`src/rtl/chan_512_bin_loader_pkg.sv`:
```
// Shared constants, opcodes and FSM encoding for the channelizer bin-select loader.
package chan_512_bin_pkg;

  localparam int N_CH   = 256;
  localparam int ADDR_W = 8;
  localparam int BIN_W  = 9;

  localparam int STROBE_BIT = 31;
  localparam int OP_HI      = 30;
  localparam int OP_LO      = 28;

  localparam logic [2:0] OP_WRITE = 3'd0;
  localparam logic [2:0] OP_FILL  = 3'd1;
  localparam logic [2:0] OP_SWAP  = 3'd2;

  localparam int STAT_BUSY_BIT = 31;
  localparam int STAT_SWAP_BIT = 30;
  localparam int STAT_BANK_BIT = 29;
  localparam int STAT_DROP_LO  = 16;
  localparam int STAT_WR_LO    = 0;

  typedef enum logic [1:0] {
    ST_IDLE,
    ST_WRITE,
    ST_FILL,
    ST_SWAP_WAIT
  } state_e;

  function automatic logic [31:0] pack_status(input logic busy, input logic swap_pending,
                                              input logic bank_sel, input logic [7:0] drop_cnt,
                                              input logic [15:0] wr_cnt);
    return {busy, swap_pending, bank_sel, 5'b0, drop_cnt, wr_cnt};
  endfunction

endpackage

```
`src/rtl/chan_512_bin_loader_if.sv`:
```
// Software command / table RAM / status bundle between the loader and its surroundings.
interface chan_512_bin_loader_if;
  import chan_512_bin_pkg::*;

  logic [31:0]       load_bins;
  logic              sync_in;
  logic              tbl_we;
  logic [ADDR_W:0]   tbl_addr;
  logic [BIN_W-1:0]  tbl_data;
  logic              bank_sel;
  logic              busy;
  logic [31:0]       status;

  modport slave (
    input  load_bins, sync_in,
    output tbl_we, tbl_addr, tbl_data, bank_sel, busy, status
  );

  modport master (
    output load_bins, sync_in,
    input  tbl_we, tbl_addr, tbl_data, bank_sel, busy, status
  );

endinterface

```
`src/rtl/chan_512_bin_cmd_edge.sv`:
```
// Strobe rising-edge detect and capture of the address/bin fields of the accepted word.
module chan_512_bin_cmd_edge
  import chan_512_bin_pkg::*;
(
  input  logic              user_clk,
  input  logic              user_rst,
  input  logic [31:0]       load_bins,
  output logic              strobe_edge,
  output logic [2:0]        opcode,
  output logic [ADDR_W-1:0] cmd_addr,
  output logic [BIN_W-1:0]  cmd_bin
);

  logic                    strobe_hist;
  logic [ADDR_W+BIN_W-1:0] cmd_word;
  logic                    unused_bits;

  assign unused_bits = ^load_bins[OP_LO-1:ADDR_W+BIN_W];
  assign strobe_edge = load_bins[STROBE_BIT] & ~strobe_hist;
  assign opcode      = load_bins[OP_HI:OP_LO];
  assign cmd_addr    = cmd_word[ADDR_W+BIN_W-1:BIN_W];
  assign cmd_bin     = cmd_word[BIN_W-1:0];

  always_ff @(posedge user_clk or posedge user_rst) begin
    if (user_rst) begin
      strobe_hist <= 1'b0;
      cmd_word    <= '0;
    end else begin
      strobe_hist <= load_bins[STROBE_BIT];
      if (strobe_edge) cmd_word <= load_bins[ADDR_W+BIN_W-1:0];
    end
  end

endmodule

```
`src/rtl/chan_512_bin_loader.sv`:
```
// Bin-select table sequencer: single writes and identity fill into the shadow bank,
// bank swap deferred to frame sync, drop/write counters reported in status.
module chan_512_bin_loader
  import chan_512_bin_pkg::*;
(
  input  logic                 user_clk,
  input  logic                 user_rst,
  chan_512_bin_loader_if.slave bus
);

  state_e            state, state_nxt;
  logic              strobe_edge;
  logic [2:0]        opcode;
  logic [ADDR_W-1:0] cmd_addr;
  logic [BIN_W-1:0]  cmd_bin;
  logic [ADDR_W-1:0] fill_rem;
  logic [ADDR_W-1:0] fill_idx;
  logic [ADDR_W-1:0] addr_lo;
  logic [7:0]        drop_cnt;
  logic [15:0]       wr_cnt;
  logic              bank_sel;
  logic              tbl_we;
  logic [BIN_W-1:0]  tbl_data;
  logic              busy;
  logic              swap_pending;
  logic              legal_op;
  logic              drop_evt;

  chan_512_bin_cmd_edge u_cmd_edge (
    .user_clk    (user_clk),
    .user_rst    (user_rst),
    .load_bins   (bus.load_bins),
    .strobe_edge (strobe_edge),
    .opcode      (opcode),
    .cmd_addr    (cmd_addr),
    .cmd_bin     (cmd_bin)
  );

  assign legal_op = (opcode == OP_WRITE) || (opcode == OP_FILL) || (opcode == OP_SWAP);
  assign drop_evt = strobe_edge && ((state != ST_IDLE) || !legal_op);
  // Fill counts down to a terminal zero; N_CH is a power of two so ~remaining is the ascending index.
  assign fill_idx = ~fill_rem;

  always_ff @(posedge user_clk or posedge user_rst) begin
    if (user_rst) state <= ST_IDLE;
    else          state <= state_nxt;
  end

  always_comb begin
    state_nxt = state;
    unique case (state)
      ST_IDLE: begin
        if (strobe_edge) begin
          if (opcode == OP_WRITE)     state_nxt = ST_WRITE;
          else if (opcode == OP_FILL) state_nxt = ST_FILL;
          else if (opcode == OP_SWAP) state_nxt = ST_SWAP_WAIT;
        end
      end
      ST_WRITE:     state_nxt = ST_IDLE;
      ST_FILL:      if (fill_rem == '0) state_nxt = ST_IDLE;
      ST_SWAP_WAIT: if (bus.sync_in) state_nxt = ST_IDLE;
      default:      state_nxt = ST_IDLE;
    endcase
  end

  always_comb begin
    tbl_we       = 1'b0;
    addr_lo      = '0;
    tbl_data     = '0;
    busy         = (state != ST_IDLE);
    swap_pending = (state == ST_SWAP_WAIT);
    case (state)
      ST_WRITE: begin
        tbl_we   = 1'b1;
        addr_lo  = cmd_addr;
        tbl_data = cmd_bin;
      end
      ST_FILL: begin
        tbl_we   = 1'b1;
        addr_lo  = fill_idx;
        tbl_data = {{(BIN_W-ADDR_W){1'b0}}, fill_idx};
      end
      default: ;
    endcase
  end

  always_ff @(posedge user_clk or posedge user_rst) begin
    if (user_rst) begin
      fill_rem <= ADDR_W'(N_CH-1);
      bank_sel <= 1'b0;
      drop_cnt <= '0;
      wr_cnt   <= '0;
    end else begin
      if (state == ST_FILL) fill_rem <= fill_rem - 1'b1;
      else                  fill_rem <= ADDR_W'(N_CH-1);
      if (state == ST_SWAP_WAIT && bus.sync_in) bank_sel <= ~bank_sel;
      if (drop_evt && drop_cnt != 8'hFF) drop_cnt <= drop_cnt + 8'd1;
      if (tbl_we) wr_cnt <= wr_cnt + 16'd1;
    end
  end

  assign bus.tbl_we   = tbl_we;
  assign bus.tbl_addr = {~bank_sel, addr_lo};
  assign bus.tbl_data = tbl_data;
  assign bus.bank_sel = bank_sel;
  assign bus.busy     = busy;
  assign bus.status   = pack_status(busy, swap_pending, bank_sel, drop_cnt, wr_cnt);

endmodule
```
`src/flat_wrapper.sv`:
```
// flat-port wrapper written by rule: the top's interface ports become plain ports
module chan_512_bin_loader_flat import chan_512_bin_pkg::*;
  (user_clk, user_rst, bus_load_bins, bus_sync_in, bus_tbl_we, bus_tbl_addr, bus_tbl_data, bus_bank_sel, bus_busy, bus_status);
  chan_512_bin_loader_if bus_i ();
  input  logic user_clk;
  input  logic user_rst;
  input wire logic [$bits(bus_i.load_bins)-1:0] bus_load_bins;
  input wire logic [$bits(bus_i.sync_in)-1:0] bus_sync_in;
  output wire logic [$bits(bus_i.tbl_we)-1:0] bus_tbl_we;
  output wire logic [$bits(bus_i.tbl_addr)-1:0] bus_tbl_addr;
  output wire logic [$bits(bus_i.tbl_data)-1:0] bus_tbl_data;
  output wire logic [$bits(bus_i.bank_sel)-1:0] bus_bank_sel;
  output wire logic [$bits(bus_i.busy)-1:0] bus_busy;
  output wire logic [$bits(bus_i.status)-1:0] bus_status;
  assign bus_i.load_bins = bus_load_bins;
  assign bus_i.sync_in = bus_sync_in;
  assign bus_tbl_we = bus_i.tbl_we;
  assign bus_tbl_addr = bus_i.tbl_addr;
  assign bus_tbl_data = bus_i.tbl_data;
  assign bus_bank_sel = bus_i.bank_sel;
  assign bus_busy = bus_i.busy;
  assign bus_status = bus_i.status;
  chan_512_bin_loader u_core (.user_clk(user_clk), .user_rst(user_rst), .bus(bus_i));
endmodule
```
`config.mk`:
```
export PLATFORM = sky130hd
export DESIGN_NAME = chan_512_bin_loader_flat
export DESIGN_NICKNAME = d
export VERILOG_FILES = /design/src/rtl/chan_512_bin_loader_pkg.sv /design/src/rtl/chan_512_bin_loader_if.sv /design/src/rtl/chan_512_bin_cmd_edge.sv /design/src/rtl/chan_512_bin_loader.sv /design/src/flat_wrapper.sv
export SDC_FILE = /design/constraint.sdc
export NUM_CORES = 1
export LEC_CHECK = 0
export CORE_ASPECT_RATIO = 1.75
export CORE_MARGIN = 8
export CORE_UTILIZATION = 43
export CTS_BUF_LIST = sky130_fd_sc_hd__clkbuf_4 sky130_fd_sc_hd__clkbuf_8
export DETAILED_ROUTE_END_ITERATION = 10
export GPL_ROUTABILITY_DRIVEN = 0
export HOLD_SLACK_MARGIN = 0.02
export PLACE_DENSITY = 0.79
export SKIP_CTS_REPAIR_TIMING = 1
export SYNTH_ARGS = -nofsm -noshare
export SYNTH_HDL_FRONTEND = slang
export SYNTH_SLANG_ARGS = --single-unit
```
`constraint.sdc`:
```
create_clock -name user_clk -period 1.8 [get_ports user_clk]
set_input_delay 0.54 -clock user_clk [delete_from_list [all_inputs] [get_ports user_clk]]
set_output_delay 0.54 -clock user_clk [all_outputs]
set_load 0.05 [all_outputs]
```
==> flow_summary.json, run 1 <==
{
  "status": "finished with violations",
  "violations": "negative setup slack",
  "critical_path_required_ns": 1.26,
  "nets": 386,
  "wl_mm": 7.25,
  "period_share": 1.18,
  "clkSlewWorstSetupHoldPaths_ns": 0.10,
  "hold_violations": 0,
  "finalWorstSetupSlack_ns": -0.325,
  "worstSetupStartpointType": "flip-flop",
  "ctsHtreeMaxLevel": 2,
  "drcViolationCount": 0,
  "initial_core_util": 0.436,
  "crit_type": "reg -> out",
  "clock_skew_ns": 0.00948,
  "fmax_mhz": 471,
  "grt_use_total": 0.158,
  "post-place-ws_ns": -0.286,
  "slew_violations": 0,
  "path_max_fanout": 10,
  "crit_family": "flip-flops",
  "antenna_found_initial": 0,
  "hold_class": "reg -> reg",
  "critPathSlowestCell": "dfrtp_1",
  "grt_overflow": 0,
  "cts_tree": "yes",
  "synth-edff-count": 0,
  "fin_util": 0.752,
  "avgSynthCellArea_um2": 10.9,
  "yosysSeqAreaShare": 0.504,
  "ir_drop_v": 0.00196,
  "area_growth_pct": 72.4,
  "cpPeakStageDelay_ns": 0.38,
  "max_cap_violations": 0,
  "endpoint_kind": "output pin",
  "initialDrtViolationCount": 37,
  "dpl-instance-area_um2": 4240,
  "finalSetupViolations": 21,
  "grt_max_degree": 54,
  "diodes": 0,
  "min_period_ns": 2.13,
  "cts_buffers": 5,
  "slew-limit-headroom": 0.624,
  "ys_seq_elements": 53,
  "yosys_warnings": 0,
  "clock_sinks": 53,
  "powerDensity_nw_per_um2": 1640,
  "die_w_um": 75.4,
  "synthCells": 244,
  "synthTopCellsByArea": "dfrtp_1 42%, mux2_1 8.5%, dfstp_2 7.9%",
  "wl_per_cell_um": 17.1,
  "critPathBufInv": 3,
  "power_leakage_uw": 0.00199,
  "path_cells": "inv_2 > ha_4 > buf_8 > a21boi_4 > buf_12",
  "drt_first_pass_iters": 4,
  "synth_area_um2": 2650,
  "worst_pin_slew_ns": 0.560,
  "clk_path_buf_depth": 2,
  "io_pins": 88,
  "crit_arrival_ns": 1.59,
  "rows": 38,
  "die-area_um2": 9040,
  "async_flop_share": 1.00,
  "via_per_inst": 5.12,
  "yosysTopAreaCell": "dfrtp_1",
  "grt_pass1_vias": 2319,
  "clock_latency_ns": 0.32,
  "drive_gt1_frac": 0.401,
  "synth_cell_types": 35,
  "cts_root_buf": "clkbuf_8",
  "ant_nets": 0,
  "grt_first_pass_wirelength_mm": 11.1,
  "dpl.hpwl_mm": 5.08,
  "synth_ff_type": "dfrtp_1",
  "power_uw": 7520,
  "synth_top_area_frac": 0.424,
  "vias": 2170,
  "grt_setup_unrepaired": "true",
  "coreArea_um2": 6090,
  "port_buffers": 71,
  "final_design_area_no_fill_um2": 4580,
  "die_height_um": 120
}
[cells in the mapped netlist (2+ instances only)]
library cell / n
a21boi_0: 3
a21boi_1: 13
a21oi_1: 3
and3_1: 4
and4_1: 3
buf_4: 9
clkbuf_1: 5
dfrtp_1: 45
dfstp_2: 8
ha_1: 8
inv_1: 9
mux2_1: 20
mux2i_1: 2
nand2_1: 32
nand2b_1: 8
nand3_1: 11
nand4_1: 9
nor2_1: 11
nor2b_1: 2
o21ai_1: 2
xnor2_1: 19
xor2_1: 5
[layout make-up]
type | count | area, um2
fillers | 388 | 1510
repair buffers | 103 | 1500
clock buffers | 6 | 76.3
clock inverters | 2 | 38.8
flip-flops and latches | 53 | 1340
well taps | 80 | 100
inverters | 9 | 41.3
multi-input cells | 171 | 1490
[logic make-up (layout without fill, tap and decap cells)]
logic type | after synthesis | count (layout) | synth area share
and+or+nand+nor | 85 | 85 | 0.163
DFF | 53 | 53 | 0.504
AOI/OAI and AO/OA | 27 | 27 | 0.0759
xor gates and xnor gates | 24 | 24 | 0.0792
buffers and inverters | 24 | 120 | 0.0471
muxes | 22 | 22 | 0.0924
adders and majority gates | 8 | 8 | 0.0377
other | 1 | 5 | 0.00141
[flip-flops by register name, indices dropped and copies added, names as in the netlist]
name and count:
u_core.u_cmd_edge.cmd_word 17, u_core.wr_cnt 16, u_core.drop_cnt 8, u_core.fill_rem 8, u_core.state 2, u_core.bus.bank_sel 1
u_core.u_cmd_edge.strobe_hist 1
[placed cells by master, fill, tap and decap left out, types with 3 or more instances in the layout]
master	netlist	final
ha_4	0	3
and4_1	3	3
dfstp_2	8	8
conb_1	1	5
buf_12	0	52
xor2_1	5	5
nand2_2	0	6
a21boi_4	1	17
clkbuf_8	0	5
nand4_1	9	9
dfrtp_1	45	45
nor2_1	11	9
clkdlybuf4s50_1	0	23
nand3_1	11	11
a21oi_1	3	3
inv_1	9	5
mux2_1	20	20
ha_1	8	4
nand2b_4	0	4
nand2_1	32	26
buf_4	9	25
and3_1	4	4
xnor2_1	19	19
[worst reg2reg max path, stage by stage, from the launching register on]
cell     delay [ns]
dfrtp_1        0.38
inv_2          0.08
ha_4           0.31
buf_8          0.15
buf_4          0.12
nand4_1        0.16
or2_1          0.32
nor2_2         0.13
xor2_1         0.17
[per-stage QoR]
stage / setup TNS (ns) / instances / hold WS (ns)
5_1_grt: -7.05 / 424 / 0.496
2_1_floorplan: -2.22 / 248 / 0.429
4_1_cts: -7.58 / 409 / 0.472
3_5_place_dp: -6.15 / 401 / 0.446
6_report: -5.61 / 424 / 0.475
3_3_place_gp: -4.74 / 401 / 0.439
[worst paths after layout]
kind                                            endpoint  slack [ns]  cells after the start                from
max reg2reg                            u_core.wr_cnt[11]       -0.08                      8     u_core.state[1]
min reg2reg                           u_core.fill_rem[0]        0.47                      1  u_core.fill_rem[0]
min                                   u_core.fill_rem[0]        0.47                      1  u_core.fill_rem[0]
max in group asynchronous             u_core.fill_rem[7]        0.88                      3            user_rst
max                                      bus_tbl_data[7]       -0.33                      5     u_core.state[1]
min in group asynchronous  u_core.u_cmd_edge.cmd_word[1]        0.64                      3            user_rst
[metal layers]
metal,track usage,share of wire
met1,0.169,0.36
met2,0.277,0.56
met3,0.0493,0.059
met4,0.0521,0.015
met5,0,0
[power breakdown]
group	switching [uW]	leakage, uW	total [uW]	internal, uW
registers	333	0.000646	1780	1450
clock network	420	0.0000588	854	434
logic	2370	0.00129	4880	2510
total	3130	0.00199	7520	4390
Power figures use the tool's default switching activity.
==> run 2, diff against run 1 <==
--- a/config.mk
+++ b/config.mk
@@ -14,3 +14,3 @@
 export HOLD_SLACK_MARGIN = 0.02
-export PLACE_DENSITY = 0.79
+export PLACE_DENSITY = 0.78
 export SKIP_CTS_REPAIR_TIMING = 1
@@ -18,2 +18,3 @@
 export SYNTH_HDL_FRONTEND = slang
+export SYNTH_HIERARCHICAL = 1
 export SYNTH_SLANG_ARGS = --single-unit
==> constraint.sdc (replaced) <==
create_clock -name user_clk -period 1.8 [get_ports user_clk]
set_input_delay 0.27 -clock user_clk [delete_from_list [all_inputs] [get_ports user_clk]]
set_output_delay 0.27 -clock user_clk [all_outputs]
set_load 0.05 [all_outputs]
==> run 2 against run 1 <==
Effect of this change:
- highest routed layer unchanged
- design area shrank 9.2%
- utilization shrank 8.0 points
- area after synthesis grew 3.2%
- critical path type unchanged
- register-to-register slack gained 0.12 ns
- critical endpoint is now bus_tbl_data[3]
- sequential power shrank 4%
- largest power group unchanged
- largest cell class is now multi-input combinational cells
- the run still ends with negative setup slack left
- die area grew 2.6%
- combinational power shrank 13%
==> flow_summary.json, run 2 <==
{
  "status": "finished with violations",
  "violations": "negative setup slack",
  "period_share": 1.04,
  "min_period_ns": 1.86,
  "slew_violations": 0,
  "critical_path_required_ns": 1.53,
  "synth-edff-count": 0,
  "fmax_mhz": 537,
  "clkSlewWorstSetupHoldPaths_ns": 0.08,
  "grt_first_pass_wirelength_mm": 10.6,
  "dpl.hpwl_mm": 5.07,
  "synth_area_um2": 2740,
  "worst_pin_slew_ns": 0.558,
  "layout_common_cells": "46 x buf_4, 43 x dfrtp_1, 32 x nand2_1, 23 x clkdlybuf4s50_1, 23 x buf_12",
  "rows": 38,
  "finalWorstSetupSlack_ns": -0.0633,
  "fillers": 475,
  "multi_input_area_um2": 1520,
  "finalSetupViolations": 17,
  "slew-limit-headroom": 0.625,
  "cts_tree": "yes",
  "grt_pass1_vias": 2189,
  "die-area_um2": 9280,
  "synth_top_area_frac": 0.411,
  "switchingPower_uw": 2860,
  "worstSetupStartpointType": "flip-flop",
  "largestRegisters": "u_core/u_cmd_edge/cmd_word (17), u_core/wr_cnt (16)",
  "p_clk_frac": 0.100,
  "p_comb_frac": 0.641,
  "powerDensity_nw_per_um2": 1590,
  "post-place-ws_ns": -0.117,
  "swShare": 0.433,
  "ys_seq_elements": 53,
  "grt_max_degree": 35,
  "crit_type": "reg -> out",
  "dr.max_layer_used": "met4",
  "layout_commonest_cell": "buf_4",
  "sequentialPowerShare": 0.259,
  "dr_wl_met2_mm": 3.74,
  "die_w_um": 76.3,
  "cp-startpoint": "u_core/state[1]",
  "synth_ff_type": "dfrtp_1",
  "clock_latency_ns": 0.30,
  "regToRegStartpoint": "u_core/state[1]",
  "clock_skew_ns": 0.00659,
  "wl_met3_um": 338,
  "grt_use_total": 0.140,
  "nets": 382,
  "synth_common_cells": "45 x dfrtp_1, 35 x nand2_1, 17 x xnor2_1, 13 x a21boi_1, 11 x buf_4",
  "yosysTopAreaCell": "dfrtp_1",
  "ctsHtreeMaxLevel": 2,
  "grt_overflow": 0,
  "yosysSeqAreaShare": 0.488,
  "synth_cell_types": 37,
  "cts_root_buf": "clkbuf_8",
  "ir_drop_v": 0.00158,
  "drt_first_pass_iters": 4,
  "synthMostInstantiatedCell": "dfrtp_1",
  "drive_gt1_frac": 0.416,
  "p_int_uw": 3740,
  "hold_violations": 0,
  "clk_path_buf_depth": 2,
  "coreArea_um2": 6180,
  "cts_buffers": 5,
  "avgSynthCellArea_um2": 10.9,
  "endpoint_kind": "output pin",
  "path_max_fanout": 7,
  "area_growth_pct": 51.7,
  "whs_ns": 0.138,
  "seqCellArea_um2": 1340,
  "io_pins": 88,
  "largest_reg_flops": 17,
  "grt_setup_unrepaired": "true",
  "top_register": "u_core/u_cmd_edge/cmd_word",
  "wl_mm": 6.77,
  "vias": 2084,
  "ant_nets": 0,
  "die_height_um": 122,
  "initialDrtViolationCount": 93,
  "async_flop_share": 1.00,
  "wl_per_cell_um": 16.2,
  "via_per_inst": 4.97,
  "synthTopCellsByArea": "dfrtp_1 41%, dfstp_2 7.7%, xnor2_1 5.4%",
  "clock_sinks": 53,
  "met1Wirelength_mm": 2.60,
  "initial_core_util": 0.443,
  "crit_arrival_ns": 1.59,
  "synthCells": 251,
  "antenna_found_initial": 0,
  "yosys_warnings": 6,
  "diodes": 0,
  "power_leakage_uw": 0.00189,
  "hold_class": "in -> async",
  "drcViolationCount": 0,
  "port_buffers": 71,
  "max_cap_violations": 0
}
## run 2: cell count changes after synthesis, sizes merged, moves of 3 or more
cell   change
and3       +4
buf        +3
nand2      +3
nand3      -4
## run 2: layout make-up
class / count / share of cell area
multi-input cells: 175 / 0.366
repair buffers: 94 / 0.258
clock inverters: 1 / 0.00120
clock buffers: 7 / 0.0202
inverters: 9 / 0.00813
flip-flops and latches: 53 / 0.322
well taps: 80 / 0.0241
## run 2: power by group through the flow
stage,logic (uW),registers [uW],clock network [uW]
2_1_floorplan,2060,2170,0
3_3_place_gp,3800,1710,0
3_5_place_dp,3860,1720,0
4_1_cts,3860,1700,688
5_1_grt,4420,1750,729
6_report,4230,1710,660
## run 2: cells by family after synthesis
group                      after synthesis  synth area share
AOI/OAI and AO/OA                       28            0.0699
xor gates and xnor gates                24            0.0768
adders and majority gates                9            0.0411
buffers and inverters                   27            0.0608
DFF                                     53             0.488
muxes                                   22             0.102
other                                    1           0.00137
and+or+nand+nor                         87             0.160
## run 2: final timing paths
path | endpoint | slack [ns] | cells after the start
max | bus_tbl_data[3] | -0.06 | 6
min | u_core/bus.bank_sel | 0.14 | 2
max reg2reg | u_core/wr_cnt[15] | 0.04 | 8
min reg2reg | u_core/fill_rem[0] | 0.46 | 1
max in group asynchronous | u_core/fill_rem[4] | 1.04 | 3
min in group user_clk | u_core/u_cmd_edge/strobe_hist | 0.44 | 1
## run 2: metrics by stage
| step | setup TNS, ns | cell area [um2] | total power, uW | cells | utilization |
|---|---|---|---|---|---|
| after floorplan | 0 | 2960 | 4220 | 255 | - |
| after global placement | -0.265 | 3900 | 5510 | 405 | 0.631 |
| after detailed placement | -0.407 | 3900 | 5570 | 405 | 0.631 |
| after CTS | -4.48 | 3990 | 6250 | 413 | 0.645 |
| after global routing | -2.01 | 4150 | 6900 | 419 | 0.672 |
| final | -0.808 | 4150 | 6600 | 419 | 0.672 |
## run 2: critical path, stage by stage (launching register included)
cell	delay, ns
dfrtp_1	0.41
buf_4	0.16
ha_4	0.16
buf_12	0.13
nand2b_1	0.19
a21boi_4	0.09
buf_12	0.15
## run 2: metal layers
layer  up-vias  track usage
met5         -            0
met4         0       0.0545
met3         6       0.0361
met2        59        0.261
met1      1016        0.145
li1       1003            -
